File: config.mk
export PLATFORM = sky130hd
export DESIGN_NAME = uart_rx
export DESIGN_NICKNAME = d
export VERILOG_FILES = /design/src/rtl/uart_rx.sv
export SDC_FILE = /design/constraint.sdc
export NUM_CORES = 1
export LEC_CHECK = 0
export ABC_AREA = 1
export CAP_MARGIN = 30
export CORE_MARGIN = 5
export CORE_UTILIZATION = 51
export CTS_BUF_LIST = sky130_fd_sc_hd__clkbuf_8
export DETAILED_ROUTE_END_ITERATION = 6
export GPL_TIMING_DRIVEN = 0
export PLACE_DENSITY = 0.72
export REMOVE_ABC_BUFFERS = 1
export SYNTH_ARGS = -nofsm -noshare
export SYNTH_HDL_FRONTEND = slang
export SYNTH_SLANG_ARGS = --single-unit
File: constraint.sdc
create_clock -name clk -period 1.6 [get_ports clk]
set_clock_uncertainty 0.05 [all_clocks]
set_input_delay 0.32 -clock clk [delete_from_list [all_inputs] [get_ports clk]]
set_output_delay 0.32 -clock clk [all_outputs]
set_load 0.03 [all_outputs]
File: src/rtl/uart_rx.sv
// uart_rx: 8-N-1 UART receiver with mid-bit sampling, LSB-first assembly,
// a single-entry holding register with valid/ack handshake, and one-cycle
// frame_err / overrun pulses.
// Optional: define UART_RX_PARITY_EN for 8-E-1 framing with a parity_err pulse.
module uart_rx #(
  parameter int CLK_HZ = 100000000,
  parameter int BAUD   = 115200
) (
  input  logic       clk,
  input  logic       rst_n,
  input  logic       rx,
  output logic [7:0] rx_data,
  output logic       rx_valid,
  input  logic       rx_ack,
  output logic       frame_err,
  output logic       overrun,
  output logic       busy
`ifdef UART_RX_PARITY_EN
  , output logic     parity_err
`endif
);

  localparam int CLKS_PER_BIT = CLK_HZ / BAUD;
  localparam int HALF_BIT     = CLKS_PER_BIT / 2;
  localparam int CW           = $clog2(CLKS_PER_BIT);
  localparam logic [CW-1:0] CNT_LAST = CW'(CLKS_PER_BIT - 1);
  localparam logic [CW-1:0] CNT_HALF = CW'(HALF_BIT - 1);

  typedef enum logic [2:0] {
    S_IDLE,
    S_START,
    S_DATA,
    S_STOP
`ifdef UART_RX_PARITY_EN
    , S_PARITY
`endif
  } state_t;

  state_t          state, state_n;
  logic [CW-1:0]   cnt, cnt_n;
  logic [2:0]      idx, idx_n;
  logic [7:0]      shreg, shreg_n;
  logic            rx_meta, rx_s;
  logic            commit;
  logic            ferr_n;
`ifdef UART_RX_PARITY_EN
  logic            par_ok, par_ok_n;
  logic            perr_n;
`endif

  // Two-flop synchronizer; flops idle high so reset never looks like a start bit.
  always_ff @(posedge clk or negedge rst_n) begin
    if (!rst_n) begin
      rx_meta <= 1'b1;
      rx_s    <= 1'b1;
    end else begin
      rx_meta <= rx;
      rx_s    <= rx_meta;
    end
  end

  // FSM state, bit timing counter, bit index and shift register.
  always_ff @(posedge clk or negedge rst_n) begin
    if (!rst_n) begin
      state <= S_IDLE;
      cnt   <= '0;
      idx   <= '0;
      shreg <= '0;
    end else begin
      state <= state_n;
      cnt   <= cnt_n;
      idx   <= idx_n;
      shreg <= shreg_n;
    end
  end

`ifdef UART_RX_PARITY_EN
  // Parity check result, held from the parity sample until the stop sample.
  always_ff @(posedge clk or negedge rst_n) begin
    if (!rst_n) begin
      par_ok <= 1'b1;
    end else begin
      par_ok <= par_ok_n;
    end
  end
`endif

  // Next-state logic: mid-bit sampling, glitch rejection on the start bit.
  always_comb begin
    state_n = state;
    cnt_n   = cnt;
    idx_n   = idx;
    shreg_n = shreg;
    commit  = 1'b0;
    ferr_n  = 1'b0;
`ifdef UART_RX_PARITY_EN
    par_ok_n = par_ok;
    perr_n   = 1'b0;
`endif
    case (state)
      S_IDLE: begin
        cnt_n = '0;
        if (!rx_s) begin
          state_n = S_START;
        end
      end
      S_START: begin
        if (cnt == CNT_HALF) begin
          cnt_n   = '0;
          idx_n   = '0;
          state_n = rx_s ? S_IDLE : S_DATA;
        end else begin
          cnt_n = cnt + 1'b1;
        end
      end
      S_DATA: begin
        if (cnt == CNT_LAST) begin
          cnt_n   = '0;
          shreg_n = {rx_s, shreg[7:1]};
          if (idx == 3'd7) begin
`ifdef UART_RX_PARITY_EN
            state_n = S_PARITY;
`else
            state_n = S_STOP;
`endif
          end else begin
            idx_n = idx + 1'b1;
          end
        end else begin
          cnt_n = cnt + 1'b1;
        end
      end
`ifdef UART_RX_PARITY_EN
      S_PARITY: begin
        if (cnt == CNT_LAST) begin
          cnt_n    = '0;
          par_ok_n = (rx_s == ^shreg);
          state_n  = S_STOP;
        end else begin
          cnt_n = cnt + 1'b1;
        end
      end
`endif
      S_STOP: begin
        if (cnt == CNT_LAST) begin
          cnt_n   = '0;
          state_n = S_IDLE;
          ferr_n  = ~rx_s;
`ifdef UART_RX_PARITY_EN
          perr_n  = ~par_ok;
          commit  = rx_s & par_ok;
`else
          commit  = rx_s;
`endif
        end else begin
          cnt_n = cnt + 1'b1;
        end
      end
      default: begin
        state_n = S_IDLE;
        cnt_n   = '0;
      end
    endcase
  end

  // Holding register and handshake; a commit coinciding with ack is not an overrun.
  always_ff @(posedge clk or negedge rst_n) begin
    if (!rst_n) begin
      rx_data   <= 8'h00;
      rx_valid  <= 1'b0;
      frame_err <= 1'b0;
      overrun   <= 1'b0;
    end else begin
      frame_err <= ferr_n;
      overrun   <= 1'b0;
      if (commit) begin
        rx_data  <= shreg;
        rx_valid <= 1'b1;
        overrun  <= rx_valid & ~rx_ack;
      end else if (rx_valid && rx_ack) begin
        rx_valid <= 1'b0;
      end
    end
  end

`ifdef UART_RX_PARITY_EN
  // One-cycle parity error pulse on the stop-sample cycle.
  always_ff @(posedge clk or negedge rst_n) begin
    if (!rst_n) begin
      parity_err <= 1'b0;
    end else begin
      parity_err <= perr_n;
    end
  end
`endif

  assign busy = (state != S_IDLE);

endmodule

==> metrics.yaml, run 1 <==
worstPathArrival_ps: 1670
netlist_instances: 198
hp-class: "input port to async pin"
p_seq_frac: 0.506
drv_slew: 0
cp-end-kind: "register"
vias_per_cell: 4.92
regToRegSetupSlack_ps: 70
first_iter_violations: 69
setup_viol: 0
comb_power_share: 0.014
io_pins: 16
synth_xor_area_frac: 0.00524
status: "finished clean"
drive_gt1_frac: 0.140
grt_util_all_layers: 0.167
syn-cell-area_mm2: 0.00167
dp_hpwl_um: 2300
avgRoutedWirePerCell_um: 12.3
area_growth_pct: 19.5
r2r-start: "cnt[1]$_DFF_PN0_"
syn_area_per_cell_um2: 8.44
cts_buffer_depth: 2
finalWorstSetupSlack_ps: 69.8
peakVddDrop_mv: 0.656
worst_slew_pin_slew_ps: 776
crit_required_ps: 1740
antenna_left: 0
fp.dieH_um: 67.2
die-area_mm2: 0.00452
grt_max_degree: 37
ys_warn_count: 0
clock_latency_ps: 290
p_sw_frac: 0.189
power.leakage_nw: 1.15
fmax_ghz: 0.654
synth_top_family_by_area: "simple AND/OR/NAND/NOR gates"
gp_congestion: 0.917
finish.utilization: 0.643
tritoncts: "built"
yosys-top-cells-area: "dfrtp_1 (51%), nand2_1 (16%), inv_1 (5.4%)"
reg2reg_depth: 8
finalHoldViolCount: 0
vias: 1305
grt_antenna_before_repair: 0
synthSimpleGateAreaFrac: 0.324
drcViolationCount: 0
place_inst: 257
antenna_cells: 0
cts_made_buffers: 5
cp_max_fo: 4
ys_seq_elements: 36
p_sw_w: 0.000342
ys_types: 25
seq_area_frac_synth: 0.541
yosys.area.top_type: "dfrtp_1"
final_cells: 265
synthMuxAreaShare: 0
grt_pass1_wl_um: 5510
die_w_um: 67.2
start_util: 0.538
slew_headroom: 0.483
maxCapViolCount: 0
crit_type: "register to register"
clkPwrFrac: 0.480
r2r-end: "cnt[9]$_DFF_PN0_"
start_kind: "register"
core-area_mm2: 0.00310
overflow: 0
power.density_mw_per_mm2: 908
drt_wl_total_um: 3260
synth-adder-area-share: 0.0300
grt_pass1_vias: 1295
first_pass_iters: 4
synth_top_area_share: 0.509
cts.sink_count: 36
post-place-ws_ps: -19.9
cts.clk_slew.worst_paths_ps: 70
finalCritPeriodShare: 0.956
rsz0062_at_grt: "true"
rows: 20
finalCriticalPeriod_ps: 1530
port_buffers: 15
synth_compound_area_frac: 0.0397
htree_levels: 2
ctsRootBufferMaster: "clkbuf_8"
nNetsFinal: 228
p_int_w: 0.00147
finalPower_w: 0.00181
timing.hold.ws_ps: 47.8
-- layout by cell type, fill, tap and decap left out, drive strengths merged --
cell type,netlist,final
o21ai,8,8
nor2,20,20
ha,4,4
nand3,15,15
a21oi,3,3
dlygate4sd2,0,11
o21bai,1,1
buf,0,2
bufinv,0,1
and3,1,1
or2,1,1
nand2,74,74
dfstp,2,2
nor3,6,6
inv,25,26
dfrtp,34,34
nand4,2,2
clkbuf,0,7
xor2,1,1
clkdlybuf4s50,0,2
-- per-layer routing --
layer,GRT usage,share of wire
met5,0,0
met4,0.114,0.020
met3,0.0366,0.050
met2,0.274,0.49
met1,0.195,0.44
-- worst max-delay path: stages, from the launching register on --
cell	delay, ps
dfrtp_1	400
inv_1	60
ha_1	140
nand2_1	50
nor2_1	100
nand4_1	130
nand2_2	150
nand2_1	140
and3_1	200
-- what timing repair did --
action	in CTS	in global routing
hold buffers	0	0
endpoints found under the setup margin	12	15
resized for setup	14	11
setup buffers	0	0
-- cells by family (layout without fill, tap and decap cells) --
logic type | after synthesis | in the layout
AO/OA/AOI/OAI | 12 | 12
XOR/XNOR | 1 | 1
adder cells (fa/ha/maj) | 4 | 4
buffers and inverters | 26 | 49
flip-flops | 36 | 36
AND/OR/NAND/NOR | 119 | 119
-- state kept, by name, indices dropped and copies added, names as in the netlist --
name	cells
state	2
rx_valid	1
rx_data	8
cnt	10
shreg	8
frame_err	1
rx_meta	1
overrun	1
rx_s	1
idx	3
-- synthesized netlist by cell type (all sizes together) --
cell type and n:
and3 1, clkinv 1, dfstp 2, o21bai 1
or2 1, nor2 20, xor2 1, nand3 15
inv 25, ha 4, nand4 2, o21ai 8
nand2 74, a21oi 3, nor3 6, dfrtp 34
-- area by class of cell --
cell class / count / area, um^2
fill: 292 / 1110
sequential: 36 / 905
multi-input combinational: 136 / 678
timing repair buffer: 15 / 126
inverter: 26 / 105
clock buffer: 7 / 96.3
tap: 44 / 55.1
clock inverter: 1 / 30.0
-- power groups by stage --
| stage | logic [W] | clock network, W | registers (W) |
|---|---|---|---|
| floorplan | 0.00000243 | 0 | 0.000933 |
| global placement | 0.0000275 | 0 | 0.000933 |
| detailed placement | 0.0000271 | 0 | 0.000933 |
| CTS | 0.0000272 | 0.000894 | 0.000916 |
| global route | 0.0000298 | 0.000933 | 0.000916 |
| finish | 0.0000252 | 0.000870 | 0.000916 |
-- worst max path at each step --
stage	from	endpoint	slack, ps
floorplan	cnt[0]$_DFF_PN0_	shreg[7]$_DFFE_PN0P_	200
global placement	rst_n	shreg[4]$_DFFE_PN0P_	-580
detailed placement	state[0]$_DFFE_PN0P_	busy	-20
CTS	state[1]$_DFFE_PN0P_	busy	-20
global route	cnt[0]$_DFF_PN0_	shreg[7]$_DFFE_PN0P_	-2
finish	cnt[1]$_DFF_PN0_	cnt[9]$_DFF_PN0_	70
-- through the flow --
stage               area (um^2)  TNS, ps
finish                     2000        0
global route               2000    -1.84
CTS                        1980    -15.8
detailed placement         1870    -19.9
global placement           1880   -20320
floorplan                  1670        0
Power figures use the tool's default switching activity.
==> inputs of run 2 (changes only) <==
--- a/config.mk
+++ b/config.mk
@@ -7,7 +7,7 @@
 export LEC_CHECK = 0
 export ABC_AREA = 1
 export CAP_MARGIN = 30
-export CORE_MARGIN = 5
+export CORE_MARGIN = 3
 export CORE_UTILIZATION = 51
 export CTS_BUF_LIST = sky130_fd_sc_hd__clkbuf_8
 export DETAILED_ROUTE_END_ITERATION = 6
==> metrics.yaml, run 2 (synthesized netlist as in run 1, its figures left out) <==
status: "finished clean"  # unchanged
vias_per_cell: 4.91  # was 4.92
power.leakage_nw: 1.16  # was 1.15 nW
first_pass_iters: 4  # unchanged
cp_num_cells: 8  # unchanged
slew_headroom: 0.489  # was 0.483
die_w_um: 63.2  # was 67.2 um
cts.sink_count: 36  # unchanged
avgRoutedWirePerCell_um: 11.3  # was 12.3 um
layout.cells.most_common: "nand2_1"  # unchanged
worstPathArrival_ps: 1620  # was 1670 ps
cts_made_buffers: 5  # unchanged
drcViolationCount: 0  # unchanged
layout_common_cells: "nand2_1 (68), dfrtp_1 (33), inv_1 (23), nor2_1 (17), nand3_1 (14)"  # was nand2_1 (68), dfrtp_1 (33), inv_1 (22), nor2_1 (17), nand3_1 (14)
maxCapViolCount: 0  # unchanged
seq_area_um2: 905  # unchanged
finalHoldViolCount: 0  # unchanged
crit_path_max_incr_delay_ps: 390  # was 400 ps
first_iter_violations: 97  # was 69
final_cells: 268  # was 265
core-area_mm2: 0.00308  # was 0.00310 mm^2
antenna_left: 0  # unchanged
gp_congestion: 0.844  # was 0.917
multi_input_area_um2: 678  # unchanged
nNetsFinal: 231  # was 228
grt_antenna_before_repair: 0  # unchanged
area_growth_pct: 21.0  # was 19.5%
antenna_cells: 0  # unchanged
largest-register: "cnt"  # unchanged
place_inst: 257  # unchanged
fp.dieH_um: 63.2  # was 67.2 um
grt_util_all_layers: 0.181  # was 0.167
rows: 20  # unchanged
ctsRootBufferMaster: "clkbuf_8"  # unchanged
cts.clk_slew.worst_paths_ps: 70  # about the same
setup_tns_ps: 0  # unchanged
rsz0062_at_grt: "true"  # unchanged
largest_reg_flops: 10  # unchanged
port_buffers: 15  # unchanged
path_buf_inv: 1  # unchanged
vias: 1316  # was 1305
grt_pass1_wl_um: 5720  # was 5510 um
die-area_mm2: 0.00400  # was 0.00452 mm^2
grt_pass1_vias: 1300  # was 1295
reg_top3: "cnt (10), rx_data (8), shreg (8)"  # unchanged
htree_levels: 2  # unchanged
finalCriticalPeriod_ps: 1490  # was 1530 ps
drive_gt1_frac: 0.147  # was 0.140
cp_max_fo: 9  # was 4
io_pins: 16  # unchanged
grt_max_degree: 37  # unchanged
crit_required_ps: 1740  # about the same
drt_wl_total_um: 3020  # was 3260 um
cp-end-kind: "register"  # unchanged
reg2reg_depth: 8  # unchanged
cp_slowest_cell: "dfrtp_1"  # unchanged
dp_hpwl_um: 2170  # was 2300 um
start_kind: "register"  # unchanged
worst_slew_pin_slew_ps: 767  # was 776 ps
crit_chain: "ha_2 -> nand2_2 -> nor3_4 -> nand2_4 -> nor2_8 -> inv_4 -> nand2_1 -> o21ai_2"  # was inv_1 -> ha_1 -> nand2_1 -> nor2_1 -> nand4_1 -> nand2_2 -> nand2_1 -> and3_1
crit_type: "register to register"  # unchanged
hp-class: "input port to async pin"  # unchanged
postCtsHoldBufs: 0  # unchanged
clock_latency_ps: 290  # about the same
finalCritPeriodShare: 0.930  # was 0.956
nFillCells: 259  # was 292
cts_buffer_depth: 2  # unchanged
start_util: 0.543  # was 0.538
tritoncts: "built"  # unchanged
fmax_ghz: 0.672  # was 0.654 GHz
crit_family: "simple AND/OR/NAND/NOR gates"  # unchanged
peakVddDrop_mv: 0.651  # was 0.656 mV
drv_slew: 0  # unchanged
power.density_mw_per_mm2: 896  # was 908 mW/mm^2
setup_viol: 0  # unchanged
overflow: 0  # unchanged
==> run 2: timing repair <==
action	4_1_cts	5_1_grt
gates cloned	0	0
resized for setup	14	13
endpoints found under the setup margin	12	30
setup buffers	0	3
pin swaps	0	3
==> run 2: worst register-to-register path: cells and delay by family, from the launching register on <==
family          cells  cell delay [ps]
buf+inv             1               80
fa+ha+maj           1              220
simple gates        5              600
flops               1              390
compound gates      1               50
==> run 2: path summary, 6_finish.rpt <==
kind                       slack (ps)                   end               from
max in group asynchronous         910  state[0]$_DFFE_PN0P_              rst_n
setup reg to reg                  110  shreg[7]$_DFFE_PN0P_   cnt[0]$_DFF_PN0_
hold reg to reg                   310        rx_s$_DFF_PN1_  rx_meta$_DFF_PN1_
min in group clk                  310        rx_s$_DFF_PN1_  rx_meta$_DFF_PN1_
setup / recovery                  110  shreg[7]$_DFFE_PN0P_   cnt[0]$_DFF_PN0_
hold / removal                     50  shreg[7]$_DFFE_PN0P_              rst_n
==> run 2: layout make-up <==
| class | instances | area share |
|---|---|---|
| multi-input cells | 136 | 0.336 |
| inverters | 26 | 0.0533 |
| clock buffers | 7 | 0.0477 |
| clock inverters | 1 | 0.0149 |
| well taps | 44 | 0.0272 |
| repair buffers | 18 | 0.0737 |
| flip-flops and latches | 36 | 0.448 |
==> run 2: layer usage <==
metal	share of wire	vias to the layer above	track usage	wire length (um)
li1	-	669	-	-
met1	0.47	602	0.242	1430
met2	0.45	37	0.279	1370
met3	0.053	8	0.0463	159
met4	0.023	0	0.0809	68
met5	0	-	0	0
==> run 2: per-stage QoR <==
stage          setup WS, ps  hold slack (ps)   util  power (W)  instance area (um^2)
2_1_floorplan           197            -25.6      -   0.000935                  1670
3_3_place_gp           -577              298  0.609   0.000961                  1880
3_5_place_dp          -16.5              301  0.608   0.000960                  1870
4_1_cts                17.4             75.2  0.645    0.00183                  1980
5_1_grt               -38.0              119  0.657    0.00188                  2020
6_report                112             52.8  0.657    0.00181                  2020
==> run 2: power by group <==
part	leakage, nW	switching (W)	internal (W)	total (W)
logic	0.612	0.0000192	0.00000582	0.0000251
registers	0.481	0.00000141	0.000914	0.000916
clock network	0.0645	0.000319	0.000550	0.000869
total	1.16	0.000340	0.00147	0.00181
